## src/rtl/conv_window_mac.sv

```systemverilog
// Convolution MAC: accepts one KxK window per cycle and emits one output pixel per window,
// through a product stage, a padded binary adder tree, a bias stage and a ReLU/shift/saturate register.
//
// state  | meaning
// IDLE   | no frame in progress, windows are dropped
// ACTIVE | accepting windows of the current frame
// DRAIN  | every window of the frame accepted, waiting for the last output

module conv_window_mac #(
    parameter int DATA_WIDTH   = 8,
    parameter int WEIGHT_WIDTH = 8,
    parameter int KERNEL_SIZE  = 3,
    parameter int ACC_WIDTH    = 32,
    parameter int IMG_WIDTH    = 6,
    parameter int IMG_HEIGHT   = 6,
    parameter int SHIFT        = 0
) (
    input  logic                                              clk,
    input  logic                                              rst_n,
    input  logic                                              frame_start,
    input  logic [KERNEL_SIZE*KERNEL_SIZE*DATA_WIDTH-1:0]     window_in,
    input  logic                                              window_valid,
    input  logic                                              weight_we,
    input  logic [$clog2(KERNEL_SIZE*KERNEL_SIZE)-1:0]        weight_addr,
    input  logic signed [WEIGHT_WIDTH-1:0]                    weight_data,
    input  logic signed [ACC_WIDTH-1:0]                       bias,
    output logic signed [ACC_WIDTH-1:0]                       acc_out,
    output logic [DATA_WIDTH-1:0]                             pixel_out,
    output logic                                              out_valid,
    output logic [$clog2(IMG_WIDTH)-1:0]                      out_x,
    output logic [$clog2(IMG_HEIGHT)-1:0]                     out_y,
    output logic                                              frame_done,
    output logic                                              busy
);

    localparam int TAPS   = KERNEL_SIZE * KERNEL_SIZE;
    localparam int ADDR_W = $clog2(TAPS);
    localparam int LEVELS = $clog2(TAPS);
    localparam int LAT    = LEVELS + 2;
    localparam int LEAVES = 1 << LEVELS;
    localparam int PROD_W = DATA_WIDTH + WEIGHT_WIDTH + 1;
    localparam int TOTAL  = IMG_WIDTH * IMG_HEIGHT;
    localparam int CNT_W  = $clog2(TOTAL);
    localparam int X_W    = $clog2(IMG_WIDTH);
    localparam int Y_W    = $clog2(IMG_HEIGHT);

    localparam logic [CNT_W-1:0]            LAST_IN = CNT_W'(TOTAL - 1);
    localparam logic [X_W-1:0]              LAST_X  = X_W'(IMG_WIDTH - 1);
    localparam logic [Y_W-1:0]              LAST_Y  = Y_W'(IMG_HEIGHT - 1);
    localparam logic signed [ACC_WIDTH-1:0] PIX_MAX = ACC_WIDTH'((1 << DATA_WIDTH) - 1);

    typedef enum logic [1:0] {
        IDLE   = 2'd0,
        ACTIVE = 2'd1,
        DRAIN  = 2'd2
    } state_t;

    state_t                         state;
    state_t                         state_nxt;
    logic                           accept;
    logic                           last_in;
    logic [CNT_W-1:0]               in_cnt;
    logic [CNT_W-1:0]               in_idx;
    logic signed [WEIGHT_WIDTH-1:0] weight [TAPS];
    logic signed [PROD_W-1:0]       prod [LEAVES];
    logic signed [ACC_WIDTH-1:0]    tree [LEVELS+1][LEAVES];
    logic [LAT-1:0]                 vld;
    logic signed [ACC_WIDTH-1:0]    acc_s;

    function automatic logic [DATA_WIDTH-1:0] relu_sat(input logic signed [ACC_WIDTH-1:0] a);
        logic signed [ACC_WIDTH-1:0] s;
        s = a >>> SHIFT;
        if (a[ACC_WIDTH-1])
            relu_sat = '0;
        else if (s > PIX_MAX)
            relu_sat = '1;
        else
            relu_sat = s[DATA_WIDTH-1:0];
    endfunction

    // frame_start counts as an open frame so its own window is the first of the new frame
    assign accept     = window_valid && (state == ACTIVE || frame_start);
    assign in_idx     = frame_start ? '0 : in_cnt;
    assign last_in    = accept && (in_idx == LAST_IN);
    assign frame_done = out_valid && (out_x == LAST_X) && (out_y == LAST_Y);
    assign busy       = (state != IDLE);

    always_ff @(posedge clk or negedge rst_n) begin
        if (!rst_n)
            state <= IDLE;
        else
            state <= state_nxt;
    end

    always_comb begin
        state_nxt = state;
        if (frame_start) begin
            state_nxt = last_in ? DRAIN : ACTIVE;
        end else begin
            case (state)
                ACTIVE:  if (last_in)    state_nxt = DRAIN;
                DRAIN:   if (frame_done) state_nxt = IDLE;
                default: ;
            endcase
        end
    end

    always_ff @(posedge clk or negedge rst_n) begin
        if (!rst_n)
            in_cnt <= '0;
        else if (accept)
            in_cnt <= last_in ? '0 : in_idx + 1'b1;
        else if (frame_start)
            in_cnt <= '0;
    end

    always_ff @(posedge clk or negedge rst_n) begin
        if (!rst_n) begin
            for (int k = 0; k < TAPS; k++)
                weight[k] <= '0;
        end else if (weight_we && ({1'b0, weight_addr} < (ADDR_W+1)'(TAPS))) begin
            weight[weight_addr] <= weight_data;
        end
    end

    // Tree is padded to a power of two; the padding leaves stay zero and fold away
    always_comb begin
        for (int k = 0; k < LEAVES; k++)
            prod[k] = '0;
        for (int k = 0; k < TAPS; k++)
            prod[k] = PROD_W'($signed({1'b0, window_in[(TAPS-k)*DATA_WIDTH-1 -: DATA_WIDTH]}))
                    * PROD_W'(weight[k]);
    end

    always_ff @(posedge clk or negedge rst_n) begin
        if (!rst_n) begin
            for (int l = 0; l <= LEVELS; l++)
                for (int i = 0; i < LEAVES; i++)
                    tree[l][i] <= '0;
            vld   <= '0;
            acc_s <= '0;
        end else begin
            vld <= frame_start ? LAT'(accept) : {vld[LAT-2:0], accept};
            if (accept)
                for (int i = 0; i < LEAVES; i++)
                    tree[0][i] <= ACC_WIDTH'(prod[i]);
            for (int l = 1; l <= LEVELS; l++)
                if (vld[l-1])
                    for (int i = 0; i < (LEAVES >> l); i++)
                        tree[l][i] <= tree[l-1][2*i] + tree[l-1][2*i+1];
            if (vld[LEVELS])
                acc_s <= tree[LEVELS][0] + bias;
        end
    end

    always_ff @(posedge clk or negedge rst_n) begin
        if (!rst_n) begin
            acc_out   <= '0;
            pixel_out <= '0;
            out_valid <= 1'b0;
        end else begin
            out_valid <= vld[LAT-1] && !frame_start;
            if (vld[LAT-1] && !frame_start) begin
                acc_out   <= acc_s;
                pixel_out <= relu_sat(acc_s);
            end
        end
    end

    always_ff @(posedge clk or negedge rst_n) begin
        if (!rst_n) begin
            out_x <= '0;
            out_y <= '0;
        end else if (frame_start) begin
            out_x <= '0;
            out_y <= '0;
        end else if (out_valid) begin
            if (out_x == LAST_X) begin
                out_x <= '0;
                out_y <= (out_y == LAST_Y) ? '0 : out_y + 1'b1;
            end else begin
                out_x <= out_x + 1'b1;
            end
        end
    end

endmodule
```

## config.mk

```make
export PLATFORM = sky130hd
export DESIGN_NAME = conv_window_mac
export DESIGN_NICKNAME = d
export VERILOG_FILES = /design/src/rtl/conv_window_mac.sv
export SDC_FILE = /design/constraint.sdc
export NUM_CORES = 2
export LEC_CHECK = 0
export BUFFER_PORTS_ARGS = -buffer_cell sky130_fd_sc_hd__buf_2
export CORE_UTILIZATION = 38
export CTS_CLUSTER_DIAMETER = 100
export DETAILED_ROUTE_END_ITERATION = 7
export PLACE_DENSITY = 0.56
export SLEW_MARGIN = 20
export SYNTH_ARGS = -nofsm -noshare
export SYNTH_HDL_FRONTEND = slang
export SYNTH_SLANG_ARGS = --single-unit
```

## constraint.sdc

```tcl
create_clock -name clk -period 12.9 [get_ports clk]
set_clock_uncertainty 0.15 [all_clocks]
set_input_delay 2.58 -clock clk [delete_from_list [all_inputs] [get_ports clk]]
set_output_delay 2.58 -clock clk [all_outputs]
set_load 0.01 [all_outputs]
```

==> qor.yml <==
vias: 35100
initial_core_util: 0.385
drive_gt1_frac: 0.123
io_pins: 170
seqPwrFrac: 0.223
ir_worst_vdd_mv: 0.112
cts_setup_buffers: 0
htree_num_levels: 3
dieWidth_um: 362
power_mw: 14.3
cp-start-kind: "input pin"
synth_top_area_cell: "dfrtp_1"
setup_total_negative_slack_ns: 0
initialDrtViolationCount: 1754
cts_max_path_buffers: 3
place.gp.congestion: 0.845
grt_max_degree: 184
antenna_left: 0
slew-limit-headroom: 0.277
path_max_fanout: 8
syn_nets: 6096
first_pass_iters: 5
synthDistinctLibCells: 80
grt_pass1_vias: 35500
period_needed_ns: 6.49
place_inst: 6856
internal_power_mw: 7.84
grt_pass1_wl_um: 190000
finalNetCount: 6249
p_leak_nw: 27.2
swShare: 0.452
routed_via_density: 5.02
dieArea_um2: 131000
dieHeight_um: 362
syn_to_final_growth_pct: 10.6
cp_common_cell: "inv_1"
clockRootBuffer: "clkbuf_16"
synth.top_cell.area_share: 0.289
globalRouteOverflowTotal: 0
post-place-ws_ns: 5.72
coreArea_um2: 128000
whs_ns: 0.314
timing.final.ws_setup_ns: 6.41
grtUsageTotal: 0.179
cp_slowest_cell: "fa_1"
cts_buffers: 72
rows: 131
wire_per_inst_um: 16.5
worst_pin_slew_ns: 1.08
postSynthCellCount: 5048
p_comb_frac: 0.635
hold_class: "register to register"
final_cells: 6988
antenna_found_initial: 6
holdBufCountCts: 0
crit_required_ns: 13.29
r2r.worst_path.cells: 21
path_clk_slew_ns: 0.06
yosys_most_used_dff: "dfrtp_1"
outcome: "finished clean"
async_reset_ff_frac: 1.00
p_per_area_nw_per_um2: 262
portBuffers: 169
drv_cap: 0
crit_path_end_kind: "register"
cts_tree: "built"
ys_top_cells_by_area: "dfrtp_1 (29%), ha_1 (15%), fa_1 (14%)"
p_sw_mw: 6.46
drc: 0
worstSetupPathType: "input pin to register"
synth-edff-count: 0
fin_util: 0.426
dp_hpwl_um: 89200
clock_latency_ns: 0.66
synth_common_cells: "inv_1 (618), ha_1 (585), dfrtp_1 (569)"
fmax_ghz: 0.154
clockPowerShare: 0.142
path_cells: "buf_2 > and2_1 > ha_1 > inv_1 > fa_1 > inv_1 > ha_1 > inv_1 > fa_1 > inv_1 > ha_1 > inv_1 > fa_1 > nor2b_1 > o21ai_1 > a21boi_0 > o21a_1 > nor2_1 > o21ai_1 > a21oi_1 > and4b_1 > or3_1"
clock_sinks: 569
rsz0062_at_grt: "false"
wirelength_um: 115000
hold-path-cell-count: 2
synth.avg_cell_area_um2: 9.78
cts-resized-gates: 0
synthMostInstantiatedCell: "inv_1"
yosys_warnings: 0
ys_seq_elements: 569
setup_violations: 0
seq_area_frac_synth: 0.289
finalHoldViolations: 0
arrival_ns: 6.88
slowest_delay_ns: 0.49
final_area_um2: 54600
drv_slew: 0
period_share: 0.503
netlist_area_um2: 49300
place_area_um2: 52200
power by group through the flow:
stage          clock network (mW)  registers, mW  logic (mW)
2_1_floorplan                   0           2.92        7.14
5_1_grt                      2.16           3.29        10.4
3_5_place_dp                    0           3.23        9.15
6_report                     2.03           3.18        9.08
3_3_place_gp                    0           3.21        9.06
4_1_cts                      2.10           3.20        9.22
layout make-up:
class | instances | area (um^2)
Clock inverter | 29 | 349
Fill cell | 12600 | 73600
Clock buffer | 101 | 2050
Inverter | 619 | 2320
Timing Repair Buffer | 186 | 1020
Antenna cell | 2 | 5.00
Tap cell | 1729 | 2160
Multi-Input combinational cell | 3753 | 32400
Sequential cell | 569 | 14200
path summary, 6_finish.rpt:
path / slack, ns / start / end
setup / recovery: 6.41 / window_in[4] / tree[2286]
hold / removal: 0.31 / tree[2282] / tree[2282]
setup reg to reg: 7.91 / weight[0] / tree[2286]
hold reg to reg: 0.31 / tree[2282] / tree[2282]
max in group asynchronous: 8.43 / rst_n / vld[0]
min in group asynchronous: 1.78 / rst_n / out_y[0]
worst max-delay path, delay by kind of cell:
family / cells / cell delay [ns]
compound gates: 5 / 0.92
buf+inv: 6 / 0.45
simple gates: 5 / 0.87
fa+ha+maj: 6 / 2.05
logic make-up after synthesis:
logic type               synth area share
AND/OR/NAND/NOR                     0.140
buffers and inverters              0.0553
AO/OA/AOI/OAI                       0.110
XOR/XNOR                           0.0479
multiplexers                       0.0714
flip-flops                          0.289
adder cells (fa/ha/maj)             0.287
sequential cells by signal, indices dropped and copies added (netlist names), 6 cells and up:
signal     cells
weight        72
vld            6
acc_out       32
acc_s         32
tree         404
in_cnt         6
pixel_out      8
layout by cell type, fill, tap and decap left out, drive strengths merged, types with 7 or more instances in the layout:
cell	n
a21oi	227
inv	624
mux2	310
fa	342
clkinv	15
nand2b	57
nand2	508
or2	11
or3	13
buf	186
xnor2	177
o31ai	26
a31o	8
nand4	25
and2	380
nor2	216
xor2	93
dfrtp	569
a21boi	13
o21a	32
o21bai	53
nor3	38
a211oi	18
and3	21
a21o	113
ha	585
a31oi	37
and4	7
nand3b	9
a41oi	7
nand3	47
o41ai	14
clkbuf	101
a211o	15
nor3b	11
o21ai	217
o211ai	14
nor2b	28
nor4	13
per-layer routing:
layer  GRT usage  routed length (um)  vias up
li1            -                   -    17300
met4      0.0427                2510        0
met3      0.0240                3900      127
met2       0.286               52000      482
met1       0.256               56500    17200
met5           0                   0        -
Note: power is estimated with default switching activity, not from simulation.
